[src/rtl/fnd_pkg.sv]
// Shared types and constants for the FND scan controller.
package fnd_pkg;
    typedef enum logic [1:0] {
        IDLE,
        CONV,
        UPDATE
    } state_e;

    localparam logic [3:0] BLANK_CODE = 4'hF;
    localparam int SAT_MAX = 9999;
    localparam int NUM_DIGITS = 4;
endpackage

[src/rtl/fnd_scan_ctrl_if.sv]
// Value handshake and digit-drive bundle of fnd_scan_ctrl.
interface fnd_scan_ctrl_if #(
    parameter int VALUE_W = 14
);
    logic [VALUE_W-1:0] i_value;
    logic               i_valid;
    logic               o_ready;
    logic [1:0]         o_digitSelect;
    logic [3:0]         o_value;
    logic               o_overflow;

    modport master (
        output i_value, i_valid,
        input  o_ready, o_digitSelect,
        input  o_value, o_overflow
    );

    modport slave (
        input  i_value, i_valid,
        output o_ready, o_digitSelect,
        output o_value, o_overflow
    );
endinterface

[src/rtl/dd_add3.sv]
// Double-dabble correction: add 3 to every BCD nibble >= 5.
module dd_add3
    import fnd_pkg::*;
(
    input  logic [15:0] bcd_i,
    output logic [15:0] bcd_o
);
    always_comb begin
        bcd_o = bcd_i;
        for (int n = 0; n < NUM_DIGITS; n++) begin
            if (bcd_i[4*n +: 4] >= 4'd5)
                bcd_o[4*n +: 4] = bcd_i[4*n +: 4] + 4'd3;
        end
    end
endmodule

[src/rtl/fnd_scan_ctrl.sv]
// Binary-to-BCD converter with multiplexed 4-digit FND scan.
module fnd_scan_ctrl
    import fnd_pkg::*;
#(
    parameter int VALUE_W    = 14,
    parameter int SCAN_DIV   = 100000,
    parameter int BLANK_LEAD = 1
) (
    input  logic            i_clk,
    input  logic            i_reset_n,
    fnd_scan_ctrl_if.slave  bus
);
    localparam int PW = (SCAN_DIV > 1) ? $clog2(SCAN_DIV) : 1;
    localparam int CW = $clog2(VALUE_W);
    localparam int BW = 4 * NUM_DIGITS;

    state_e             state_q, state_d;
    logic [VALUE_W-1:0] sh_q, sh_d;
    logic [BW-1:0]      bcd_q, bcd_d;
    logic [BW-1:0]      disp_q, disp_d;
    logic [BW-1:0]      add3;
    logic [CW-1:0]      cnt_q, cnt_d;
    logic               ovf_q, ovf_d;
    logic [PW-1:0]      presc_q;
    logic [1:0]         dsel_q;
    logic               tick;
    logic               xfer;

    dd_add3 u_add3 (
        .bcd_i (bcd_q),
        .bcd_o (add3)
    );

    assign tick = (presc_q == PW'(SCAN_DIV - 1));
    assign xfer = bus.i_valid && (state_q == IDLE);

    // Scan runs free of the FSM
    always_ff @(posedge i_clk or negedge i_reset_n) begin
        if (!i_reset_n) begin
            presc_q <= '0;
            dsel_q  <= '0;
        end else if (tick) begin
            presc_q <= '0;
            dsel_q  <= dsel_q + 2'd1;
        end else begin
            presc_q <= presc_q + PW'(1);
        end
    end

    always_ff @(posedge i_clk or negedge i_reset_n) begin
        if (!i_reset_n) begin
            state_q <= IDLE;
            sh_q    <= '0;
            bcd_q   <= '0;
            disp_q  <= '0;
            cnt_q   <= '0;
            ovf_q   <= 1'b0;
        end else begin
            state_q <= state_d;
            sh_q    <= sh_d;
            bcd_q   <= bcd_d;
            disp_q  <= disp_d;
            cnt_q   <= cnt_d;
            ovf_q   <= ovf_d;
        end
    end

    always_comb begin
        state_d = state_q;
        sh_d    = sh_q;
        bcd_d   = bcd_q;
        disp_d  = disp_q;
        cnt_d   = cnt_q;
        ovf_d   = ovf_q;
        unique case (state_q)
            IDLE: begin
                if (xfer) begin
                    if (32'(bus.i_value) > SAT_MAX) begin
                        sh_d  = VALUE_W'(SAT_MAX);
                        ovf_d = 1'b1;
                    end else begin
                        sh_d  = bus.i_value;
                        ovf_d = 1'b0;
                    end
                    bcd_d   = '0;
                    cnt_d   = '0;
                    state_d = CONV;
                end
            end
            CONV: begin
                bcd_d = (add3 << 1) | BW'(sh_q[VALUE_W-1]);
                sh_d  = sh_q << 1;
                cnt_d = cnt_q + CW'(1);
                if (cnt_q == CW'(VALUE_W - 1))
                    state_d = UPDATE;
            end
            UPDATE: begin
                disp_d  = bcd_q;
                state_d = IDLE;
            end
            default: state_d = IDLE;
        endcase
    end

    logic [BW-1:0] upper;
    logic [3:0]    digit;
    logic          blank;

    // A slot is blank when it and every slot above it hold zero
    always_comb begin
        upper = disp_q >> {dsel_q, 2'b00};
        digit = disp_q[{dsel_q, 2'b00} +: 4];
        blank = (BLANK_LEAD != 0) && (dsel_q != 2'd0)
                && (upper == '0);
    end

    assign bus.o_ready       = (state_q == IDLE);
    assign bus.o_digitSelect = dsel_q;
    assign bus.o_value       = blank ? BLANK_CODE : digit;
    assign bus.o_overflow    = ovf_q;
endmodule

[src/flat_wrapper.sv]
// flat-port wrapper written by rule: the top's interface ports become plain ports
module fnd_scan_ctrl_flat import fnd_pkg::*;
#(
    parameter int VALUE_W    = 14,
    parameter int SCAN_DIV   = 100000,
    parameter int BLANK_LEAD = 1
)
  (i_clk, i_reset_n, bus_i_value, bus_i_valid, bus_o_ready, bus_o_digitSelect, bus_o_value, bus_o_overflow);
  fnd_scan_ctrl_if #(.VALUE_W(VALUE_W)) bus_i ();
  input  logic i_clk;
  input  logic i_reset_n;
  input wire logic [$bits(bus_i.i_value)-1:0] bus_i_value;
  input wire logic [$bits(bus_i.i_valid)-1:0] bus_i_valid;
  output wire logic [$bits(bus_i.o_ready)-1:0] bus_o_ready;
  output wire logic [$bits(bus_i.o_digitSelect)-1:0] bus_o_digitSelect;
  output wire logic [$bits(bus_i.o_value)-1:0] bus_o_value;
  output wire logic [$bits(bus_i.o_overflow)-1:0] bus_o_overflow;
  assign bus_i.i_value = bus_i_value;
  assign bus_i.i_valid = bus_i_valid;
  assign bus_o_ready = bus_i.o_ready;
  assign bus_o_digitSelect = bus_i.o_digitSelect;
  assign bus_o_value = bus_i.o_value;
  assign bus_o_overflow = bus_i.o_overflow;
  fnd_scan_ctrl #(.VALUE_W(VALUE_W), .SCAN_DIV(SCAN_DIV), .BLANK_LEAD(BLANK_LEAD)) u_core (.i_clk(i_clk), .i_reset_n(i_reset_n), .bus(bus_i));
endmodule
[config.mk]
export PLATFORM = sky130hd
export DESIGN_NAME = fnd_scan_ctrl_flat
export DESIGN_NICKNAME = d
export VERILOG_FILES = /design/src/rtl/fnd_pkg.sv /design/src/rtl/fnd_scan_ctrl_if.sv /design/src/rtl/dd_add3.sv /design/src/rtl/fnd_scan_ctrl.sv /design/src/flat_wrapper.sv
export SDC_FILE = /design/constraint.sdc
export NUM_CORES = 1
export LEC_CHECK = 0
export ABC_CLOCK_PERIOD_IN_PS = 2500
export CAP_MARGIN = 10
export CORE_AREA = 8 8 94 96
export CTS_BUF_LIST = sky130_fd_sc_hd__clkbuf_4 sky130_fd_sc_hd__clkbuf_8
export CTS_CLUSTER_SIZE = 24
export DETAILED_ROUTE_END_ITERATION = 10
export DIE_AREA = 0 0 102 104
export PLACE_DENSITY = 0.7
export RECOVER_POWER = 100
export SYNTH_ARGS = -nofsm -noshare
export SYNTH_HDL_FRONTEND = slang
export SYNTH_SLANG_ARGS = --single-unit
[constraint.sdc]
create_clock -name i_clk -period 2.5 [get_ports i_clk]
set_input_delay 0.375 -clock i_clk [delete_from_list [all_inputs] [get_ports i_clk]]
set_output_delay 0.375 -clock i_clk [all_outputs]
set_load 0.005 [all_outputs]
==> run metrics, run 1 <==
outcome complete, but fails checks; violated checks max-capacitance violations, max-slew violations; CTS tree yes; clock power share 0.250; Die X 102 um; CP required 2120 ps; Final min period 2430 ps; row count 32; TritonCTS Buffers 9; slew margin rel. -0.360; crit-path max cell delay 550 ps; RR Endpoint u_core.bcd_q[15]$_DFFE_PN0P_; Clock Tree Root clkbuf_8; synthesized cell area 3510 um^2; DR WL met3 278 um; fin nets 395; Antenna diodes 0; fin crit share 0.973; Skew-Pair Late Insertion Delay 340 ps; clk sink count 72; Core ar. 7450 um^2; critical path arrival 2060 ps; maximum VDD drop 0.692 mV; Finished Cell Area 4150 um^2; total number of vias 2,521; Total Die Area 10,600 um^2; post-detail-place hpwl 4.77 mm; CTS Buffer Depth 2; Syn Nets 364; R2R cell count 5; asr flop ratio synth 1.00; sequential area share after synthesis 0.514; vias in the first global route 2,626; CP endpoint kind primary output; CP Cell Sequence or4_4, a2111oi_4, buf_4, or2_1, dlygate4sd2_1; DR WL met2 3.37 mm; Internal Power 2.88 mW; Reg power frac 0.418; Fin Hold WS 473 ps; CP Launch Type flop; Layout Cells excl Fill 472; overflow left after global routing 0; pre-CTS setup slack 44.8 ps; unique cell type count in the Yosys netlist 38; Max Cap Viol 2; first-pass GRT wire length 12.2 mm; final setup margin 68.4 ps; Power per Cell Area 1040 nW/um^2; hold_buf cts 0; GPL Wtd Cong 0.801; EDFF count, synth 0; Worst-path clk slew 70 ps; P_leak 1.81 nW; largest net degree at the start of global routing 40; initial antenna violation count 0; reg2reg start u_core.state_q[1]$_DFFE_PN0P_; Fin. Hold Viols 0; Setup CP Type reg -> out; combinational share of power 0.332; WL/cell 14.9 um; fillers 686; I/O pin count 25; final setup TNS 0 ps; Fin Clk Skew 11.5 ps; highest metal used met4; # setup viols final 0; Die Ht 104 um; Via density 5.34; switching power 1.46 mW; R2R Setup Slk 360 ps; Post-Place Cell Area 3860 um^2; Detailed Routing Iterations Pass 1 4; Initial Utilization 0.471; Seq cells post-synth 72; hold path depth 2; min-delay worst type reg -> reg; overall routing resource usage 0.143; Top delay family on crit path simple AND/OR/NAND/NOR gates; worst min-delay path startpoint u_core.sh_q[11]$_DFFE_PN0P_; Setup crit start u_core.disp_q[12]$_DFFE_PN0N_; Port Buffers 24; remaining antenna violation count 0; max-slew violations 74; syn_area_per_cell 10.5 um^2; CP bufs+invs 2; met1 WL 3.28 mm; drt drc 0; Slowest cell on crit path or4_4; Worst-Margin Slew 2040 ps; CTS H-tree depth 3; initial detailed-routing violation count 97; total wire length 7.05 mm; Sw Share 0.336; Post-Synthesis Cells 335; dpl cells 452; prevailing post-synth register cell dfrtp_1; crit path max fanout 3; max frequency 411 MHz; ratio of cells with drive above 1 in the final layout 0.127; warnings from Yosys 0; Hold EP u_core.sh_q[12]$_DFFE_PN0P_; Layout area overhead 18.4%
## power groups by stage
| stage | Combinational, mW | Sequential (mW) | Clock, mW |
|---|---|---|---|
| 2_1_floorplan | 1.04 | 1.72 | 0 |
| 3_3_place_gp | 1.33 | 1.79 | 0 |
| 3_5_place_dp | 1.37 | 1.81 | 0 |
| 4_1_cts | 1.42 | 1.79 | 1.11 |
| 5_1_grt | 1.65 | 1.86 | 1.16 |
| 6_report | 1.44 | 1.81 | 1.08 |
## cell usage after synthesis, drive strengths merged, types with 6 or more instances
cell type  instances  share of area
xnor2             16          0.040
nor4               7          0.012
nor2              17          0.018
a22oi              6          0.013
o221a              6          0.019
or3                7          0.012
mux2              12          0.039
clkbuf            15          0.016
nand2b             6          0.011
nand3             23          0.033
xor2               9          0.022
nand2             29          0.031
ha                12          0.043
o21ai             30          0.043
a21oi              7          0.010
dfrtp             72           0.51
nor3              11          0.016
inv               16          0.017
## cell families after synthesis
logic type | share of synthesized area
flops | 0.514
buf+inv | 0.0378
compound gates | 0.108
simple gates | 0.168
xor+xnor | 0.0625
fa+ha+maj | 0.0428
mux | 0.0671
## registers in the layout (all words and copies together), names as in the netlist
register                  flops
u_core.bcd_q                 16
u_core.disp_q                16
u_core.sh_q                  14
u_core.presc_q               17
u_core.cnt_q                  4
u_core.bus.o_overflow         1
u_core.bus.o_digitSelect      2
u_core.state_q                2
## worst max-delay path by stage
stage / cells past startpoint / slack, ps / end
after floorplan: 3 / 540 / bus_o_value[1]
after global placement: 6 / 80 / bus_o_value[1]
after detailed placement: 6 / 40 / bus_o_value[1]
after CTS: 6 / -20 / bus_o_value[1]
after global routing: 5 / -4 / bus_o_value[2]
final: 5 / 70 / bus_o_value[3]
## tightest hold or removal path: cells and delay by family (launching register included)
kind	cells	cell delay, ps
and+or+nand+nor	2	100
DFF	1	340
## stage by stage
stage | util | power (mW)
floorplan | - | 2.76
global placement | 0.518 | 3.12
CTS | 0.555 | 4.33
global route | 0.557 | 4.67
detailed placement | 0.518 | 3.18
finish | 0.557 | 4.34
## cell usage in the layout (no fill, tap or decap), types with 2 or more instances in the layout
cell type        Yosys  layout
dfrtp_1             72      72
nand2_1             29      29
o21ai_0             25      29
nand3_1             23      23
nor2_1              17      17
inv_1               16      16
xnor2_1             16      16
clkdlybuf4s50_1      0      14
mux2_2              12      12
ha_1                12      12
nor3_1              11      11
xor2_1               9       9
clkbuf_8             0       9
a21oi_1              7       7
or3_1                7       7
clkbuf_1            15       7
buf_4                0       7
nand2b_1             6       6
a22oi_1              6       6
o221a_1              6       6
nand4_1              5       5
o31ai_1              5       5
dlygate4sd3_1        0       5
nor4_1               7       4
mux4_2               4       4
or2_1                3       3
bufinv_16            0       3
and4_1               2       2
nor2b_1              2       2
nor4_2               0       2
buf_2                1       2
## area by class of cell
class / instances / area, um^2 / area share
multi-input combinational: 230 / 1630 / 0.392
sequential: 72 / 1800 / 0.434
timing repair buffer: 37 / 298 / 0.0718
tap: 102 / 128 / 0.0308
clock buffer: 10 / 131 / 0.0317
inverter: 16 / 60.1 / 0.0145
clock inverter: 5 / 106 / 0.0256
## routing by layer
layer	vias to the layer above	global-route usage
met2	42	0.221
met1	1220	0.182
li1	1247	-
met3	12	0.0388
met5	-	0
met4	0	0.0609
## repair_timing
item,CTS,global route
buffers inserted,2,3
hold endpoints to repair,0,0
gates resized for setup,15,6
setup endpoints to repair,4,4
pin swaps,1,3
No activity file was read; power rests on OpenSTA's default activity.
==> inputs of run 2 (changes only) <==
CORE_AREA = 8 8 103 105   (was 8 8 94 96)
DIE_AREA = 0 0 111 113   (was 0 0 102 104)
PLACE_DENSITY = 0.55   (was 0.7)
==> run 2 against run 1 <==
  * Routed wire length up 1.2%
  * Highest routed layer unchanged
  * Critical endpoint is now bus_o_value[1]
  * The run now ends clean
  * Power up 0.95%
  * First-iteration DRC count up 46%
==> run metrics, run 2 (synthesis gave the netlist of run 1 again) <==
max-slew violations 0; Fin Clk Skew 11.4 ps; pre-CTS setup slack 34.6 ps; most common cell after layout, fill and taps aside dfrtp_1; GPL Wtd Cong 0.753; leading cell types in the layout, fill and taps excluded dfrtp_1, nand2_1, o21ai_0, nand3_1, nor2_1; Internal Power 2.90 mW; fin nets 396; initial detailed-routing violation count 142; remaining antenna violation count 0; Detailed Routing Iterations Pass 1 4; vias in the first global route 2,540; initial antenna violation count 0; P_leak 1.82 nW; # setup viols final 0; Worst-path clk slew 80 ps; I/O pin count 25; Initial Utilization 0.391; switching power 1.48 mW; Skew-Pair Late Insertion Delay 350 ps; Top Registers u_core.presc_q x17, u_core.bcd_q x16, u_core.disp_q x16; Core ar. 8980 um^2; first-pass GRT wire length 12.3 mm; final setup TNS 0 ps; CTS tree yes; Fin. Hold Viols 0; CP required 2120 ps; post-detail-place hpwl 4.93 mm; Max Cap Viol 0; TritonCTS Buffers 9; overall routing resource usage 0.119; CTS H-tree depth 3; clk sink count 72; critical path arrival 2010 ps; Post-Place Cell Area 3880 um^2; slew margin rel. 0.374; Via density 5.22; final setup margin 113 ps; Reg power frac 0.410; Final min period 2390 ps; Worst-Margin Slew 935 ps; overflow left after global routing 0; Finished Cell Area 4180 um^2; max frequency 419 MHz; outcome complete, no violations; dpl cells 461; min-delay worst type in -> async; Total Die Area 12,500 um^2; row count 35; crit path max fanout 3; ratio of cells with drive above 1 in the final layout 0.140; CP Launch Type flop; largest net degree at the start of global routing 38; combinational share of power 0.328; Sw Share 0.338; Layout Cells excl Fill 483; clock power share 0.262; drt drc 0; Antenna diodes 0; total number of vias 2,522; Die X 111 um; Clock Tree Root clkbuf_8; Final Power 4.38 mW; total wire length 7.14 mm; Port Buffers 24; Power per Cell Area 1050 nW/um^2; Largest Register u_core.presc_q; CP endpoint kind primary output; Die Ht 113 um; maximum VDD drop 0.420 mV; fin crit share 0.955; WL/cell 14.8 um; max reg flops 17; Layout area overhead 19.3%; CTS Buffer Depth 2; Setup CP Type reg -> out
## run 2: layout make-up
type | count | area (um^2)
repair buffers | 38 | 310
multi-input cells | 230 | 1620
clock buffers | 10 | 138
flip-flops and latches | 72 | 1800
inverters | 16 | 60.1
fillers | 840 | 4790
well taps | 111 | 139
clock inverters | 6 | 115
## run 2: worst paths after layout
path | start | to | slack, ps | cells past startpoint
min in group i_clk | u_core.sh_q[10]$_DFFE_PN0P_ | u_core.sh_q[11]$_DFFE_PN0P_ | 470 | 2
setup / recovery | u_core.disp_q[10]$_DFFE_PN0N_ | bus_o_value[1] | 110 | 7
setup reg to reg | u_core.presc_q[0]$_DFF_PN0_ | u_core.bus.o_digitSelect[1]$_DFFE_PN0N_ | 390 | 5
max in group asynchronous | i_reset_n | u_core.bus.o_digitSelect[0]$_DFFE_PN0N_ | 890 | 3
hold reg to reg | u_core.sh_q[10]$_DFFE_PN0P_ | u_core.sh_q[11]$_DFFE_PN0P_ | 470 | 2
hold / removal | i_reset_n | u_core.presc_q[14]$_DFF_PN0_ | 410 | 2
## run 2: routing by layer
metal,global-route usage,wire length [um],vias to the layer above
met5,0,0,-
met4,0.0459,77,0
met3,0.0413,299,10
met2,0.178,3160,44
met1,0.154,3600,1220
li1,-,-,1248
## run 2: worst max-delay path: stages, from the launching register on
cell and delay [ps]:
dfrtp_1 420, nor4_4 340, o21ai_2 120, a2111oi_4 340, buf_4 160, buf_4 100, or2_2 90, clkbuf_2 100
## run 2: repair_timing
action / in CTS / in global routing
endpoints found under the setup margin: 4 / 4
pin swaps: 1 / 3
hold endpoints to repair: 4 / 0
hold buffers: 1 / 0
resized for setup: 15 / 8
setup buffers: 3 / 2
## run 2: power groups by stage
stage	clock network, mW	registers [mW]	logic [mW]
2_1_floorplan	0	1.72	1.04
3_3_place_gp	0	1.80	1.35
3_5_place_dp	0	1.81	1.38
4_1_cts	1.18	1.79	1.45
5_1_grt	1.23	1.85	1.63
6_report	1.15	1.80	1.44
## run 2: metrics by stage
| stage | utilization | hold slack [ps] |
|---|---|---|
| floorplan | - | 79.4 |
| global placement | 0.432 | 210 |
| detailed placement | 0.432 | 211 |
| CTS | 0.466 | 363 |
| global route | 0.466 | 416 |
| finish | 0.466 | 407 |
==> inputs of run 3 (changes only) <==
ABC_CLOCK_PERIOD_IN_PS = unset   (was 2500)
SLEW_MARGIN = 15   (was unset)
==> results of run 3 <==
No change in the layout: final DEF, timing and power equal those of run 2.
